===== config.mk =====
export PLATFORM = sky130hd
export DESIGN_NAME = beagleg_spi_host
export DESIGN_NICKNAME = d
export VERILOG_FILES = /design/src/rtl/beagleg_spi_host.sv
export SDC_FILE = /design/constraint.sdc
export NUM_CORES = 1
export LEC_CHECK = 0
export ABC_AREA = 1
export CAP_MARGIN = 20
export CELL_PAD_IN_SITES_DETAIL_PLACEMENT = 1
export CELL_PAD_IN_SITES_GLOBAL_PLACEMENT = 1
export CORE_ASPECT_RATIO = 0.5
export CORE_MARGIN = 3
export CORE_UTILIZATION = 43
export CTS_BUF_LIST = sky130_fd_sc_hd__clkbuf_16
export CTS_CLUSTER_DIAMETER = 60
export DETAILED_ROUTE_END_ITERATION = 6
export PLACE_DENSITY = 0.86
export SLEW_MARGIN = 20
export SYNTH_ARGS = -nofsm -noshare
export SYNTH_HDL_FRONTEND = slang
export SYNTH_SLANG_ARGS = --single-unit

===== constraint.sdc =====
create_clock -name clk -period 2.7 [get_ports clk]
set_input_delay 0.81 -clock clk [delete_from_list [all_inputs] [get_ports clk]]
set_output_delay 0.81 -clock clk [all_outputs]
set_load 0.01 [all_outputs]

===== src/rtl/beagleg_spi_host.sv =====
// -----------------------------------------------------------------------------
// beagleg_spi_host
//
// SPI main-side transmitter for the BeagleG motion protocol (SPI mode 0).
// It issues CMD_STATUS (0x01) or CMD_WRITE_FIFO (0x02) transactions. A write
// sends the command byte followed by RecordWords payload bytes, byte 0 first.
// The byte returned by the secondary during every command byte is latched
// into free_slots.
//
// Parameters:
//   ClkDiv       SCK half-period in clk cycles (>= 2; >= 4 if the secondary
//                oversamples SCK in its own clock domain)
//   RecordWords  payload bytes per motion segment
//
// Ports:
//   clk, rst_n   system clock, asynchronous active-low reset
//   seg_valid    segment offered
//   seg_ready    one-cycle pulse: segment accepted and fully transmitted
//   seg_data     segment payload, byte 0 = bits [7:0]
//   status_req   status poll request (level, sampled while idle, has priority)
//   done         one-cycle pulse at the end of every transaction
//   aborted      one-cycle pulse with done when a write was abandoned
//   free_slots   last free-slot count received from the secondary
//   busy         high from transaction start until done
//   spi_sck      SPI clock, idles low
//   spi_mosi     main-out data, MSB first
//   spi_cs       chip select, active low
//   spi_miso     secondary-out data
//
// Configuration macro:
//   BEAGLEG_SPI_HOST_FULL_CHECK_EN  when defined, a write whose command byte
//   reports zero free slots skips its payload and pulses aborted; the segment
//   stays pending. When undefined the payload is always sent and aborted is 0.
// -----------------------------------------------------------------------------
module beagleg_spi_host #(
    parameter int ClkDiv      = 4,
    parameter int RecordWords = 4
) (
    input  logic                     clk,
    input  logic                     rst_n,
    input  logic                     seg_valid,
    output logic                     seg_ready,
    input  logic [8*RecordWords-1:0] seg_data,
    input  logic                     status_req,
    output logic                     done,
    output logic                     aborted,
    output logic [7:0]               free_slots,
    output logic                     busy,
    output logic                     spi_sck,
    output logic                     spi_mosi,
    output logic                     spi_cs,
    input  logic                     spi_miso
);

    localparam int DivW = (ClkDiv > 1) ? $clog2(ClkDiv) : 1;
    localparam int BcW  = $clog2(RecordWords + 1);

    localparam logic [7:0] CMD_STATUS     = 8'h01;
    localparam logic [7:0] CMD_WRITE_FIFO = 8'h02;

    // BYTE_END is a zero-cycle decision taken on the last SHIFT cycle of a
    // byte, so it has no encoding of its own: bytes run back-to-back.
    typedef enum logic [2:0] {
        IDLE,
        CS_SETUP,
        SHIFT,
        CS_HOLD,
        CS_IDLE
    } state_t;

    state_t state, state_nx;

    logic [DivW-1:0]          div_cnt;
    logic                     phase;      // 0: SCK-low half, 1: SCK-high half
    logic [2:0]               bit_cnt;
    logic [BcW-1:0]           byte_cnt;   // 0 = command, k = payload byte k-1
    logic [7:0]               tx_sr;
    logic [6:0]               rx_sr;
    logic [8*RecordWords-1:0] seg_q;
    logic                     is_write;
    logic                     abort_q;
    logic [7:0]               next_byte;

    logic div_wrap;
    logic sck_rise;
    logic bit_end;
    logic byte_end;
    logic full_abort;
    logic more_bytes;
    logic start;

    assign div_wrap = (div_cnt == DivW'(ClkDiv - 1));
    assign sck_rise = (state == SHIFT) && div_wrap && !phase;
    assign bit_end  = (state == SHIFT) && div_wrap && phase;
    assign byte_end = bit_end && (bit_cnt == 3'd7);
    assign start    = (state == IDLE) && (status_req || seg_valid);

`ifdef BEAGLEG_SPI_HOST_FULL_CHECK_EN
    // free_slots was latched on the last SCK rise of the command byte, which
    // precedes the byte end by half a bit.
    assign full_abort = is_write && (byte_cnt == '0) && (free_slots == 8'd0);
`else
    assign full_abort = 1'b0;
`endif

    assign more_bytes = is_write && !full_abort && (byte_cnt != BcW'(RecordWords));

    assign spi_mosi = tx_sr[7];

    // NOTE: every variable written in always_comb gets a default first so no
    // path leaves it unassigned and no latch is inferred.
    always_comb begin
        state_nx = state;
        case (state)
            IDLE:     if (status_req || seg_valid) state_nx = CS_SETUP;
            CS_SETUP: if (div_wrap)                state_nx = SHIFT;
            SHIFT:    if (byte_end && !more_bytes) state_nx = CS_HOLD;
            CS_HOLD:  if (div_wrap)                state_nx = CS_IDLE;
            CS_IDLE:  if (div_wrap && phase)       state_nx = IDLE;
            default:                               state_nx = IDLE;
        endcase
    end

    // Payload byte that follows the byte just finished (index byte_cnt).
    always_comb begin
        next_byte = 8'h00;
        for (int i = 0; i < RecordWords; i++) begin
            if (byte_cnt == BcW'(i)) next_byte = seg_q[8*i +: 8];
        end
    end

    // NOTE: the asynchronous reset returns every output to its idle value at
    // once, so a reset mid-transaction raises CS without waiting for clk.
    always_ff @(posedge clk or negedge rst_n) begin
        if (!rst_n) begin
            state      <= IDLE;
            div_cnt    <= '0;
            phase      <= 1'b0;
            bit_cnt    <= '0;
            byte_cnt   <= '0;
            tx_sr      <= '0;
            rx_sr      <= '0;
            seg_q      <= '0;
            is_write   <= 1'b0;
            abort_q    <= 1'b0;
            free_slots <= '0;
            spi_sck    <= 1'b0;
            spi_cs     <= 1'b1;
            busy       <= 1'b0;
            done       <= 1'b0;
            seg_ready  <= 1'b0;
            aborted    <= 1'b0;
        end else begin
            // NOTE: non-blocking assignments so every register samples the
            // pre-edge value of the others, independent of statement order.
            state     <= state_nx;
            done      <= 1'b0;
            seg_ready <= 1'b0;
            aborted   <= 1'b0;

            // Divider restarts on every state change; SHIFT->SHIFT at a byte
            // end keeps running, which keeps the bytes back-to-back.
            if (state == IDLE || state_nx != state) begin
                div_cnt <= '0;
                phase   <= 1'b0;
            end else if (div_wrap) begin
                div_cnt <= '0;
                phase   <= ~phase;
            end else begin
                div_cnt <= div_cnt + 1'b1;
            end

            spi_sck <= (state == SHIFT) && (phase ^ div_wrap);
            spi_cs  <= !(state_nx == CS_SETUP || state_nx == SHIFT || state_nx == CS_HOLD);
            busy    <= (state_nx != IDLE);

            if (start) begin
                is_write <= !status_req;
                abort_q  <= 1'b0;
                bit_cnt  <= '0;
                byte_cnt <= '0;
                tx_sr    <= status_req ? CMD_STATUS : CMD_WRITE_FIFO;
                if (!status_req) seg_q <= seg_data;
            end

            if (sck_rise) begin
                rx_sr <= {rx_sr[5:0], spi_miso};
                if (bit_cnt == 3'd7 && byte_cnt == '0) free_slots <= {rx_sr, spi_miso};
            end

            // MOSI moves on the SCK fall that ends each bit.
            if (bit_end) begin
                bit_cnt <= bit_cnt + 3'd1;
                if (byte_end && more_bytes) begin
                    tx_sr    <= next_byte;
                    byte_cnt <= byte_cnt + 1'b1;
                end else begin
                    tx_sr <= {tx_sr[6:0], 1'b0};
                end
            end

            if (byte_end && full_abort) abort_q <= 1'b1;

            if (state != IDLE && state_nx == IDLE) begin
                done      <= 1'b1;
                seg_ready <= is_write && !abort_q;
                aborted   <= abort_q;
            end
        end
    end

endmodule


Word level (Yosys, flattened, before mapping):

Cells that the tools add are included.

* flip-flop bits (word level): 73
* input port bits: 37
* output and inout port bits: 15
* logic and storage cells: 89

* add/sub/neg operators: 3
* eq/ne operators: 14
* multiplexer cells: 25
* bitwise logic cells: 3
* reductions and logical operators: 29

Operator list (number)
* 2-to-1 mux 8 bit: 7
* 2-to-1 mux 3 bit: 10
* equality test 3 x 2 -> 1 bit (second input constant): 6
* case mux 3 bit (5 select lines): 1
* logical AND 1 bit: 12
* equality test 3 x 1 -> 1 bit (second input constant): 3
* logical NOT 3 bit: 3
* adder 3 x 1 -> 3 bit (second input constant): 2
* equality test 3 bit (second input constant): 2
* 2-to-1 mux 2 bit: 3
* nonzero test 3 bit: 2
* logical NOT 1 bit: 4
* logical OR 1 bit: 4
* 2-to-1 mux 1 bit: 4
* AND reduction 2 bit: 2
* nonzero test 2 bit: 2
* inequality test 3 bit: 1
* inequality test 3 bit (second input constant): 1
* adder 2 x 1 -> 2 bit (second input constant): 1
* equality test 2 bit (second input constant): 1
* NOT 1 bit: 2
* XOR 1 bit: 1

Longest topological paths before layout:

Gate-level depths: netlist of the first run.

* depth after elaboration: 11
* mapped depth: 10
* depth with buffers taken out: 10

Worst setup path before layout of the first run:

OpenSTA, ideal clock, no wires.

* path type: input to register
* start point: input seg_valid
* end point: register seg_q[18]
* arrival: 1.576 ns
* path slack: 1.003 ns
* stages on the path: 6
* path buffers: 1
* cells stage by stage: nor2_1 nor3_4 nand2_4 buf_2 nor2_1 a21oi_1

* word-level cells in the longest chain between the ends: 3

Ends and longest elaborated chain
* from (decl): line 41 `input logic seg_valid,`
* logical OR 1 bit: line 96 `assign start = (state == IDLE) && (status_req || seg_valid);`
* logical AND 1 bit: line 96
* AND reduction 2 bit (no source line)
* to (signal assigned): line 183 `if (!status_req) seg_q <= seg_data;`
* to (decl): line 79 `logic [8*RecordWords-1:0] seg_q;`

Every way passes these cells.
A chain may end at the register's enable or synchronous reset.

Worst setup path in the final report of the first run:

* start point: register spi_cs
* end point: output spi_cs

RTL lines
* from (decl): line 51 `output logic spi_cs,`
* from (signal assigned): line 174 `spi_cs <= !(state_nx == CS_SETUP || state_nx == SHIFT || state_nx == CS_HOLD);`

No word-level cell between the ends.

==> results of run 1 <==
[where the power goes]
group	leakage (nW)	internal, mW	switching [mW]	total (mW)
registers	0.868	1.13	0.0169	1.14
logic	1.22	0.0634	0.0607	0.124
clock network	0.150	0.798	0.455	1.25
[layout by cell type, fill, tap and decap left out, types with 2 or more instances in the layout]
| master | n |
|---|---|
| nand3_1 | 46 |
| inv_1 | 42 |
| a22o_1 | 2 |
| clkinv_2 | 2 |
| o21ai_0 | 18 |
| buf_4 | 3 |
| clkinv_1 | 3 |
| a21oi_1 | 10 |
| clkbuf_16 | 9 |
| nand2_1 | 128 |
| clkdlybuf4s50_1 | 49 |
| nor2_4 | 2 |
| o211ai_1 | 2 |
| a21oi_2 | 3 |
| nor2_2 | 3 |
| ha_1 | 9 |
| nor2_1 | 34 |
| nand2_2 | 4 |
| o21ai_2 | 8 |
| bufinv_16 | 2 |
| dfrtp_1 | 72 |
| nor3_1 | 2 |
[metal layers]
layer	vias to the layer above	track usage [%]	wire length, um
li1	1414	-	-
met5	-	0	0
met2	49	33.6	4340
met4	0	5.82	133
met1	1379	24.8	4040
met3	12	6.59	319
[stage by stage]
step	hold WS, ps	power (mW)
2_1_floorplan	437	1.19
3_3_place_gp	454	1.28
3_5_place_dp	463	1.29
4_1_cts	388	2.54
5_1_grt	401	2.60
6_report	384	2.52
[logic make-up (layout without fill, tap and decap cells)]
kind of cell | Yosys count | after routing | synth area share, %
buffers and inverters | 61 | 115 | 7.72
other | 1 | 1 | 0.107
xor gates and xnor gates | 1 | 1 | 0.250
and+or+nand+nor | 226 | 226 | 28.4
AOI/OAI and AO/OA | 45 | 45 | 8.08
adders and majority gates | 9 | 9 | 3.22
DFF | 73 | 73 | 52.2
[state kept, by name, indices dropped and copies added (netlist names)]
signal and count:
bit_cnt 3, phase 1, rx_sr 7, seg_ready 1, spi_sck 1, free_slots 8, busy 1, div_cnt 2
tx_sr 8, state 3, is_write 1, spi_cs 1, done 1, byte_cnt 3, seg_q 32
[layout make-up]
type	count	area, um^2
fillers	911	3210
flip-flops and latches	73	1830
multi-input cells	282	1400
repair buffers	54	538
clock buffers	9	225
inverters	45	174
well taps	108	135
clock inverters	7	85.1
[worst max path at each step]
stage / start / endpoint / slack, ps / depth (start not counted)
2_1_floorplan: seg_valid / seg_q[18] / 1000 / 6
3_3_place_gp: status_req / tx_sr[1] / 340 / 9
3_5_place_dp: status_req / tx_sr[1] / 220 / 9
4_1_cts: spi_cs / spi_cs / 500 / 1
5_1_grt: status_req / tx_sr[1] / 370 / 9
6_report: spi_cs / spi_cs / 520 / 1
==> results.md, run 1 <==
- PD cells: 574 mW/mm^2
- Grt total ovfl: 0
- Crit path arrival time: 1370 ps
- Reg2Reg Depth: 8
- Flops & latches, synth: 73
- Die area: 0.00933 mm^2
- Initial Utilization: 46.1%
- Critical Path Slowest Stage Cell: clkdlybuf4s50_1
- Via count: 2854
- Post-synth EDFFs: 0
- Port buffer count: 50
- Reg-to-Reg Start: div_cnt[0]
- Clock sink count: 73
- Syn-to-layout area delta: 25.3%
- Ys flop type: dfrtp_1
- R2r setup slk: 630 ps
- Path type of the worst setup path: flop to primary output
- Post-synthesis cell count: 416
- Clock transition at the registers of the reported paths: 60 ps
- Avg Inst Size Synth: 8.42 um^2
- Fmax: 0.459 GHz
- Finished Core Util: 57.8%
- Synth area leader: dfrtp_1
- VDD IR max: 0.319 mV
- Drt first pass iters: 4
- Final #Nets: 511
- Tightest Hold Check Type: input port to async pin
- Tmin final: 2180 ps
- TritonCTS buffer count: 9
- Synth async-reset ratio: 100%
- Top post-synthesis cells by area: dfrtp_1 51%, nand2_1 14%, nand3_1 6.6%
- Outcome: complete, no violations
- Total global-route track usage: 20.0%
- Endpoints failing hold: 0
- Antenna violations before repair: 0
- Final HPWL DP: 5940 um
- RSZ-0062 raised after global routing: false
- Antenna-violating nets left: 0
- P_leak: 2.23 nW
- Reg2reg end: tx_sr[1]
- Finished Layout Cells: 578
- Mapped Nets: 462
- CP endpoint kind: primary output
- Post-synth top cells: 128 x nand2_1, 72 x dfrtp_1, 46 x nand3_1, 42 x inv_1, 34 x nor2_1
- Die Span Y: 69.8 um
- CTS tree: built
- WP buf/inv: 1
- Root Driver: clkbuf_16
- Clock buffer depth: 2
- Most frequent cell after synthesis: nand2_1
- Synth top area share: 51.5%
- Peak per-stage delay on the critical path: 520 ps
- GPL Wtd Cong: 0.828
- Row Count: 22
- Post-CTS Setup Bufs: 0
- Unique masters post-synth: 35
- Area after DPL: 0.00408 mm^2
- WL final: 8830 um
- Vias per inst: 4.94
- Fin Setup TNS: 0 ps
- # H-tree levels: 3
- Pin count of the biggest net entering global routing: 46
- Final Worst Setup Slack: 519 ps
- Req. time, crit path: 1890 ps
- 1st-iter DRT viols: 122
- N_diodes: 0
- Fin crit share: 80.8%
- Final setup vio count: 0
- CP top delay family: buffers and inverters
- Residual DRC: 0
- Critical path launch point type: flop
- Area of the mapped netlist: 0.00350 mm^2
- Top Ports: 52
- Hold buffers post-CTS: 0
- Finished Cell Area: 0.00439 mm^2
- Critical path peak fanout: 1
- DP Cell Count: 562
- YS warnings: 0
- First-pass GRT wire length: 14500 um
- Skew final: 3.79 ps
- Die extent in x: 134 um
- CP Cell Sequence: clkdlybuf4s50_1
- Skew-Pair Late Insertion Delay: 340 ps
- Max-cap violations: 0
- PostCTS Resize Cnt: 0
- Vias in the first global route: 2929
- Post-synthesis sequential area ratio: 52.2%
- Core area: 0.00760 mm^2
- Share of layout cells above drive strength 1: 10.0%
- DR WL/cell: 15.3 um
- Slew Limit Fails: 0
- Dpl ws: 224 ps
(Power assumes the default switching activity.)
==> run 2, diff against run 1 <==
CORE_UTILIZATION = 36   (was 43)
PLACE_DENSITY = 0.77   (was 0.86)
clock period = 1.99 ns   (was 2.7 ns; I/O delays follow)
==> run 2 against run 1 <==
  * Clock skew shrank 1.1 ps
  * Wire length down 2.6%
  * Flip-flop and latch count is the same
  * Clock power up 30%
  * Critical path depth stayed put
  * Combinational power up 33%
  * Cell count is 5.7% higher
  * Die area grew 18%
  * Clock-buffer cell count unchanged
  * Sequential share of layout area down 1.1 points
  * Cell area rose by 2.7%
  * Critical path type unchanged
==> results.md, run 2 (synthesis gave the netlist of run 1 again) <==
- Drt first pass iters: 4
- Reg2Reg Depth: 8
- Die Span Y: 75.7 um
- Die area: 0.0110 mm^2
- Req. time, crit path: 1390 ps
- Post-CTS Setup Bufs: 0
- N_diodes: 0
- Critical path peak fanout: 2
- Final setup vio count: 0
- Die extent in x: 145 um
- Max-cap violations: 0
- Pint: 2.58 mW
- WP buf/inv: 1
- Skew-Pair Late Insertion Delay: 350 ps
- CP top delay family: buffers and inverters
- First-pass GRT wire length: 14600 um
- Outcome: complete, no violations
- Sequential cell area: 0.00183 mm^2
- Initial Utilization: 38.6%
- Port buffer count: 50
- Total global-route track usage: 17.0%
- Fin Setup TNS: 0 ps
- WL final: 8600 um
- Critical Path Slowest Stage Cell: clkdlybuf4s50_1
- Fmax: 0.543 GHz
- Slew Limit Fails: 0
- Antenna violations before repair: 0
- Antenna-violating nets left: 0
- CP Depth: 1
- PD cells: 742 mW/mm^2
- Comb power frac: 4.9%
- Top flop regs: seg_q (32), free_slots (8), tx_sr (8)
- Residual DRC: 0
- Via count: 2917
- Clock transition at the registers of the reported paths: 60 ps
- Core area: 0.00907 mm^2
- Path type of the worst setup path: flop to primary output
- Finished Core Util: 49.7%
- Final Worst Setup Slack: 148 ps
- WHS: 268 ps
- Critical path launch point type: flop
- Most common cell after layout, fill and taps aside: nand2_1
- DR WL/cell: 14.1 um
- CTS tree: built
- Crit path arrival time: 1250 ps
- Final HPWL DP: 5870 um
- Switching pwr: 765 uW
- Endpoints failing hold: 0
- Finished Cell Area: 0.00451 mm^2
- Grt total ovfl: 0
- 1st-iter DRT viols: 120
- CP endpoint kind: primary output
- Pin count of the biggest net entering global routing: 74
- # H-tree levels: 3
- Dpl ws: -51.8 ps
- RSZ-0062 raised after global routing: false
- Sequential power share: 46.3%
- Tmin final: 1840 ps
- Clock Power Share: 48.8%
- Layout fillers: 1107
- Vias in the first global route: 3003
- Root Driver: clkbuf_16
- Switching share of total power: 22.9%
- Clock sink count: 73
- Largest Register: seg_q
- Final #Nets: 522
- Clock buffer depth: 2
- Top Ports: 52
- P_leak: 2.33 nW
- Vias per inst: 4.77
- Max FFs per register: 32
- Multi-input gate area: 0.00141 mm^2
- TritonCTS buffer count: 9
- VDD IR max: 0.423 mV
- Syn-to-layout area delta: 28.8%
- Commonest cells after routing, fill and taps aside: 128 x nand2_1, 72 x dfrtp_1, 48 x clkdlybuf4s50_1
- Share of layout cells above drive strength 1: 12.5%
- Row Count: 24
- CP Cell Sequence: clkdlybuf4s50_1
- Peak per-stage delay on the critical path: 540 ps
- Area after DPL: 0.00420 mm^2
- Tightest Hold Check Type: input port to async pin
- Skew final: 2.65 ps
- Fin crit share: 92.6%
- GPL Wtd Cong: 0.775
[run 2: path summary, 6_finish.rpt]
kind                                     from  slack, ps             to
worst min register to register       seg_q[0]        480       seg_q[0]
worst max-delay path            free_slots[6]        150  free_slots[6]
worst min-delay path                    rst_n        270       seg_q[4]
worst max register to register    byte_cnt[2]        190       tx_sr[1]
min in group clk                     seg_q[0]        480       seg_q[0]
max in group asynchronous               rst_n       1360         spi_cs
[run 2: metrics by stage]
step | total power, mW | cells
2_1_floorplan | 1.62 | 416
3_3_place_gp | 1.74 | 595
3_5_place_dp | 1.74 | 595
4_1_cts | 3.38 | 611
5_1_grt | 3.47 | 611
6_report | 3.34 | 611
[run 2: area by class of cell]
type	instances	area share (%)
clock buffer	9	5.00
clock inverter	7	1.58
inverter	45	3.86
multi-input combinational	282	31.3
sequential	73	40.5
tap	130	3.61
timing repair buffer	65	14.1
[run 2: metal layers]
metal | GRT usage (%) | wire length [um] | vias to the layer above | share of wire (%)
li1 | - | - | 1436 | -
met1 | 21.0 | 4070 | 1419 | 47
met2 | 29.6 | 4030 | 46 | 47
met3 | 5.35 | 363 | 16 | 4.2
met4 | 5.36 | 136 | 0 | 1.6
met5 | 0 | 0 | - | 0
[run 2: worst register-to-register path, stage by stage, from the launching register on]
cell and delay, ps:
dfrtp_1 390, clkinv_1 280, nand2_1 430, inv_1 180, nand2_1 110, nand3_1 100
nand2_1 110, nand2_1 70, nand2_1 60
[run 2: power groups by stage]
stage               logic (mW)  clock network, mW  registers, mW
global placement         0.167                  0           1.57
floorplan               0.0502                  0           1.57
CTS                      0.170               1.66           1.55
global route             0.187               1.73           1.55
detailed placement       0.168                  0           1.57
finish                   0.165               1.63           1.55
[run 2: repair_timing]
item / CTS / global route
gates resized for setup: 0 / 2
hold buffers: 0 / 0
setup endpoints to repair: 0 / 10
endpoints found under the hold margin: 0 / 0
